===== config.mk =====
export PLATFORM = sky130hd
export DESIGN_NAME = mux8to1_rr
export DESIGN_NICKNAME = d
export VERILOG_FILES = /design/src/rtl/mux8to1_rr.sv
export SDC_FILE = /design/constraint.sdc
export NUM_CORES = 1
export LEC_CHECK = 0
export ABC_AREA = 1
export CORE_MARGIN = 2
export CORE_UTILIZATION = 55
export DETAILED_ROUTE_END_ITERATION = 10
export DONT_BUFFER_PORTS = 1
export GPL_TIMING_DRIVEN = 0
export HOLD_SLACK_MARGIN = 0.03
export PLACE_DENSITY_LB_ADDON = 0.12
export SLEW_MARGIN = 20
export SYNTH_ARGS = -nofsm -noshare
export SYNTH_HDL_FRONTEND = slang
export SYNTH_SLANG_ARGS = --single-unit
export TNS_END_PERCENT = 5

===== constraint.sdc =====
create_clock -name clk -period 4.48 [get_ports clk]
set_clock_uncertainty 0.1 [all_clocks]
set_input_delay 0.448 -clock clk [delete_from_list [all_inputs] [get_ports clk]]
set_output_delay 0.448 -clock clk [all_outputs]
set_load 0.02 [all_outputs]

===== src/rtl/mux8to1_rr.sv =====
// -----------------------------------------------------------------------------
// mux8to1_rr
//
// Merges eight valid/ready producer lanes onto one registered valid/ready
// output stream. Lanes are chosen round-robin, and every output beat carries
// the index of the lane it came from, so a 1-to-8 demux further down can route
// it back out. The output stage is a one-entry register that is reloaded in the
// same cycle it is consumed, which gives one beat per cycle under a steady
// out_ready.
//
// Parameters:
//   DATA_W     width of each lane's data word
//   MAX_BURST  longest run of consecutive grants to one lane (1..15); only
//              meaningful when MUX_STICKY_GRANT_EN is defined
//
// Optional feature (compile-time macro MUX_STICKY_GRANT_EN):
//   When defined, the most recently granted lane is granted again ahead of
//   round-robin order while it stays valid and its burst count is below
//   MAX_BURST. When undefined, arbitration is pure round-robin and no burst
//   counter exists.
//
// Ports:
//   clk        in   rising-edge clock
//   rst_n      in   asynchronous active-low reset
//   in_valid   in   [7:0]         per-lane valid, bit i is lane i
//   in_data    in   [8*DATA_W-1:0] lane i data at [i*DATA_W +: DATA_W]
//   in_ready   out  [7:0]         per-lane ready, at most one bit set
//   out_valid  out  registered output beat valid
//   out_data   out  [DATA_W-1:0]  registered output data
//   out_sel    out  [2:0]         registered source lane of out_data
//   out_ready  in   downstream accept
// -----------------------------------------------------------------------------
module mux8to1_rr #(
  parameter int unsigned DATA_W    = 8,
  parameter int unsigned MAX_BURST = 4
) (
  input  logic                  clk,
  input  logic                  rst_n,
  input  logic [7:0]            in_valid,
  input  logic [8*DATA_W-1:0]   in_data,
  output logic [7:0]            in_ready,
  output logic                  out_valid,
  output logic [DATA_W-1:0]     out_data,
  output logic [2:0]            out_sel,
  input  logic                  out_ready
);

  // Output register occupancy.
  typedef enum logic {
    ST_EMPTY = 1'b0,
    ST_FULL  = 1'b1
  } state_e;

  state_e              state_q;
  logic [DATA_W-1:0]   data_q;
  logic [2:0]          sel_q;
  logic [2:0]          last_grant_q;

  logic                load_en_s;
  logic                rr_found_s;
  logic [2:0]          rr_idx_s;
  logic                grant_found_s;
  logic [2:0]          grant_idx_s;
  logic                xfer_s;
  logic [DATA_W-1:0]   grant_data_s;

  // Decode a lane index into its one-hot ready pattern.
  function automatic logic [7:0] onehot8(input logic [2:0] idx);
    logic [7:0] oh;
    oh = 8'h00;
    oh[idx] = 1'b1;
    return oh;
  endfunction

  // Extract one lane's word from the packed lane bus.
  function automatic logic [DATA_W-1:0] lane_word(input logic [8*DATA_W-1:0] bus,
                                                  input logic [2:0]          idx);
    return bus[int'(idx)*DATA_W +: DATA_W];
  endfunction

  // A new beat may enter when the output register is empty or is being drained.
  assign load_en_s = (state_q == ST_EMPTY) || out_ready;

  // Round-robin search: first valid lane after last_grant, wrapping 7 -> 0.
  // The final step (k = 8) lands back on last_grant itself, so a lone lane
  // still wins.
  always_comb begin
    logic [2:0] cand;
    rr_found_s = 1'b0;
    rr_idx_s   = 3'd0;
    cand       = 3'd0;
    for (int k = 1; k <= 8; k++) begin
      cand = last_grant_q + 3'(k);
      if (!rr_found_s && in_valid[cand]) begin
        rr_found_s = 1'b1;
        rr_idx_s   = cand;
      end else begin
        rr_found_s = rr_found_s;
      end
    end
  end

`ifdef MUX_STICKY_GRANT_EN
  localparam logic [3:0] MAX_BURST_C = 4'(MAX_BURST);

  logic [3:0] burst_cnt_q;
  logic [3:0] burst_cnt_d;
  logic       sticky_s;

  // A zero count means nothing has been granted since reset, so the reset
  // value of last_grant (7) must not be treated as a live burst.
  assign sticky_s = (burst_cnt_q != 4'd0) && (burst_cnt_q < MAX_BURST_C)
                    && in_valid[last_grant_q];

  // Sticky re-grant takes precedence over round-robin order.
  always_comb begin
    if (sticky_s) begin
      grant_found_s = 1'b1;
      grant_idx_s   = last_grant_q;
    end else begin
      grant_found_s = rr_found_s;
      grant_idx_s   = rr_idx_s;
    end
  end

  // Extend the burst only while it is still below the limit; a lane that
  // wins again through round-robin after yielding starts a fresh burst.
  always_comb begin
    if ((grant_idx_s == last_grant_q) && (burst_cnt_q != 4'd0)
        && (burst_cnt_q < MAX_BURST_C)) begin
      burst_cnt_d = burst_cnt_q + 4'd1;
    end else begin
      burst_cnt_d = 4'd1;
    end
  end

  // Burst counter, advanced on every accepted beat.
  always_ff @(posedge clk or negedge rst_n) begin
    if (!rst_n) begin
      burst_cnt_q <= 4'd0;
    end else if (xfer_s) begin
      burst_cnt_q <= burst_cnt_d;
    end else begin
      burst_cnt_q <= burst_cnt_q;
    end
  end
`else
  // Pure round-robin grant.
  always_comb begin
    grant_found_s = rr_found_s;
    grant_idx_s   = rr_idx_s;
  end
`endif

  // rst_n gates the handshake so no producer sees ready while in reset.
  assign xfer_s       = rst_n && load_en_s && grant_found_s;
  assign grant_data_s = lane_word(in_data, grant_idx_s);

  // Ready is raised only toward the granted lane.
  always_comb begin
    if (xfer_s) begin
      in_ready = onehot8(grant_idx_s);
    end else begin
      in_ready = 8'h00;
    end
  end

  // Output stage FSM together with its data, source-lane and pointer registers.
  always_ff @(posedge clk or negedge rst_n) begin
    if (!rst_n) begin
      state_q      <= ST_EMPTY;
      data_q       <= '0;
      sel_q        <= 3'd0;
      last_grant_q <= 3'd7;
    end else begin
      case (state_q)
        ST_EMPTY: begin
          if (xfer_s) begin
            state_q      <= ST_FULL;
            data_q       <= grant_data_s;
            sel_q        <= grant_idx_s;
            last_grant_q <= grant_idx_s;
          end else begin
            state_q <= ST_EMPTY;
          end
        end
        ST_FULL: begin
          if (xfer_s) begin
            // Consumed and refilled in the same cycle.
            state_q      <= ST_FULL;
            data_q       <= grant_data_s;
            sel_q        <= grant_idx_s;
            last_grant_q <= grant_idx_s;
          end else if (out_ready) begin
            // Consumed with nothing behind it; data/sel keep stale values.
            state_q <= ST_EMPTY;
          end else begin
            // Back-pressured: hold everything.
            state_q <= ST_FULL;
          end
        end
        default: begin
          state_q <= ST_EMPTY;
        end
      endcase
    end
  end

  assign out_valid = (state_q == ST_FULL);
  assign out_data  = data_q;
  assign out_sel   = sel_q;

endmodule


==> out/results.txt <==
Gp weighted congestion - 0.875
Pin count of the biggest net entering global routing - 16
Critical path fanouts, max - 9
Antenna violations before repair - 0
Post-CTS setup repair buffer count - 0
Flip-flop cell with the highest count after synthesis - dfrtp_1
Detailed-route via count - 2309
Setup-failing EPs final - 0
Count of endpoints failing hold in the final timing report - 0
Start-to-end type of the worst setup path - flop to output port
Max Fclk - 236 MHz
Post-route DRC violation count - 0
Die span in x - 66.2 µm
Post-Layout Inst Area - 2270 µm²
Time the final worst path needs with I/O delays and setup - 4.23 ns
Fin Hold WS - 0.196 ns
Status - finished clean
Number of enable-type register cells in the synthesized netlist - 0
Initial DRT Pass Iterations - 4
Remaining global-route overflow - 0
Post-synthesis instance total - 373
Count of nets left with antenna violations after detail routing - 0
Signal arrival time at the worst endpoint - 3.68 ns
Crit-path slowest cell - dfstp_2
CTS Root Buffer Type - clkbuf_8
Number of port buffers - 0
Final Max Tran Viols - 0
Share of cells above drive strength 1 - 15.9%
Synth-to-Final Area Change - 6.64%
Total wire length - 5800 µm
Cell repeated most along the worst path - nand3_1
Number of rows in the core area - 22
Antenna cells - 0
Crit path cell chain - buf_2 -> inv_2 -> ha_1 -> inv_2 -> nand3_1 -> nand2_1 -> nand2_1 -> nand2_2 -> inv_1 -> nand3_1 -> nand3_1 -> nor2_1 -> nand4_1 -> nor2_4 -> inv_1 -> nor2_1
Insertion delay of the later-clocked pin in the worst-skew pair - 0.25 ns
Number of violations of the max-capacitance limit - 0
Count of state elements after synthesis - 15
Number of unique standard cell types used by synthesis - 30
Critical path's largest stage delay - 0.52 ns
Total I/O pin count - 95
Sequential area share after synthesis - 17.8%
CTS tree - built
Setup repair after global routing missed its margin - no
H-tree Lvls - 1
Core Box Area - 3690 µm²
Post-Syn Nets - 450
CTS Buffer Depth - 2
Detailed-route vias per instance - 5.42
Via count of the first global-routing pass - 2057
Drt initial violations - 143
Synth Cell Area - 2130 µm²
Number of sinks handled by clock tree synthesis - 15
Number of filler cells placed in the layout - 403
Required time at the endpoint of the critical path - 3.93 ns
Overall Global Routing Usage - 27.0%
Worst slew pin tran - 0.652 ns
Post-Syn Area per Cell - 5.71 µm²
Detailed-placement wirelength estimate - 4650 µm
Final worst path period share - 94.4%
Number of synthesis warnings - 0
Number of buffers created by CTS - 3
Initial standard-cell utilization of the core - 57.8%
Die Ht - 66.2 µm
Routed wire length per instance - 13.6 µm
Setup crit end kind - output port
Startpoint kind of the worst setup timing path - flop
Post-detailed-placement cell area - 2190 µm²
Die Outline Area - 4390 µm²
Kind of path behind the tightest hold check - primary input to flop
Clock Pin Slew Worst Setup and Hold Paths - 0.06 ns
Final-layout setup total negative slack - 0 ns
Nets - 456
Wire length of the first global-routing pass - 9400 µm
Worst slew margin relative to its limit - 56.4%
Share of flip-flops with an asynchronous set or reset after synthesis - 100%
==> worst max-delay path, delay by kind of cell (launching register included) <==
kind / cells / cell delay (ns)
simple gates: 10 / 1.74
buf+inv: 5 / 0.78
flops: 1 / 0.52
fa+ha+maj: 1 / 0.39
==> registers in the layout, summed over array words and instances (netlist names) <==
name,count
out_data,8
out_sel,3
out_valid,1
last_grant_q,3
==> repair_timing <==
item | in CTS | in global routing
gates resized for setup | 0 | 7
hold endpoints to repair | 15 | 0
endpoints found under the setup margin | 0 | 8
hold buffers | 1 | 0
==> path summary, 6_finish.rpt <==
check                                start          end  slack [ns]  depth (start not counted)
setup / recovery           last_grant_q[1]  in_ready[0]        0.25                         16
min in group asynchronous            rst_n  out_data[7]        0.57                          1
max in group asynchronous            rst_n    out_valid        3.30                          1
hold / removal                   out_ready    out_valid        0.20                          1
setup reg to reg           last_grant_q[1]  out_data[1]        0.94                         18
hold reg to reg                 out_sel[1]   out_sel[1]        0.53                          2
==> metrics by stage <==
step,setup WS [ns],utilization [%],std cells
after global placement,0.523,59.4,421
after detailed placement,0.436,59.4,421
final,0.249,61.6,426
after global routing,0.0254,61.6,426
after floorplan,1.02,-,373
after CTS,0.157,60.9,426
==> routing by layer <==
| layer | share of wire (%) | global-route usage [%] |
|---|---|---|
| met4 | 0.62 | 5.87 |
| met2 | 45 | 42.4 |
| met3 | 8.6 | 2.90 |
| met5 | 0 | 0 |
| met1 | 46 | 39.6 |
==> cells in the final DEF (no fill, tap or decap), types with 3 or more instances in the layout <==
| cell type | instances |
|---|---|
| nand2_2 | 7 |
| nor2_4 | 5 |
| nand3_2 | 9 |
| clkbuf_8 | 3 |
| nor2_1 | 38 |
| buf_6 | 5 |
| o21ai_0 | 4 |
| buf_4 | 7 |
| inv_1 | 19 |
| nand3_1 | 65 |
| inv_2 | 6 |
| a21oi_1 | 3 |
| buf_2 | 3 |
| nand4_1 | 5 |
| nor2_2 | 3 |
| dfrtp_1 | 12 |
| dfstp_2 | 3 |
| nand2_1 | 159 |
| o21ai_1 | 4 |
==> kinds of logic (layout without fill, tap and decap cells) <==
logic type,after synthesis,count (layout),synth area share (%)
XOR/XNOR,3,3,1.23
AND/OR/NAND/NOR,298,298,65.8
adder cells (fa/ha/maj),2,2,1.17
flip-flops,15,15,17.8
AO/OA/AOI/OAI,14,14,3.64
buffers and inverters,41,46,10.4
==> cell type report <==
cell class                 count  area (µm²)  area share, %
multi-input combinational    317        1560           68.4
sequential                    15         379           16.7
buffer                        15         124           5.45
inverter                      26        97.6           4.30
tap                           48        60.1           2.64
clock buffer                   3        41.3           1.82
timing repair buffer           1        10.0          0.441
clock inverter                 1        5.00          0.220
==> Yosys cell counts (2+ instances only) <==
master | count | share of area, %
o21ai_0 | 4 | 0.94
nor2_2 | 5 | 1.5
nor2_1 | 40 | 7.0
ha_1 | 2 | 1.2
inv_1 | 20 | 3.5
a21oi_1 | 3 | 0.70
nand3_1 | 65 | 15
buf_4 | 7 | 2.5
nand4_1 | 5 | 1.5
dfstp_2 | 3 | 3.7
nor2_8 | 2 | 1.9
inv_2 | 5 | 0.88
dfrtp_1 | 12 | 14
buf_2 | 3 | 0.70
nand2_4 | 2 | 1.1
nand2_1 | 159 | 28
xor2_1 | 2 | 0.82
nand3_2 | 9 | 4.2
buf_6 | 5 | 2.6
o21ai_1 | 4 | 0.94
nand2_2 | 7 | 2.1
Power is not shown: default switching activity piles up to over one toggle a cycle in this logic, so the estimate is an artifact.
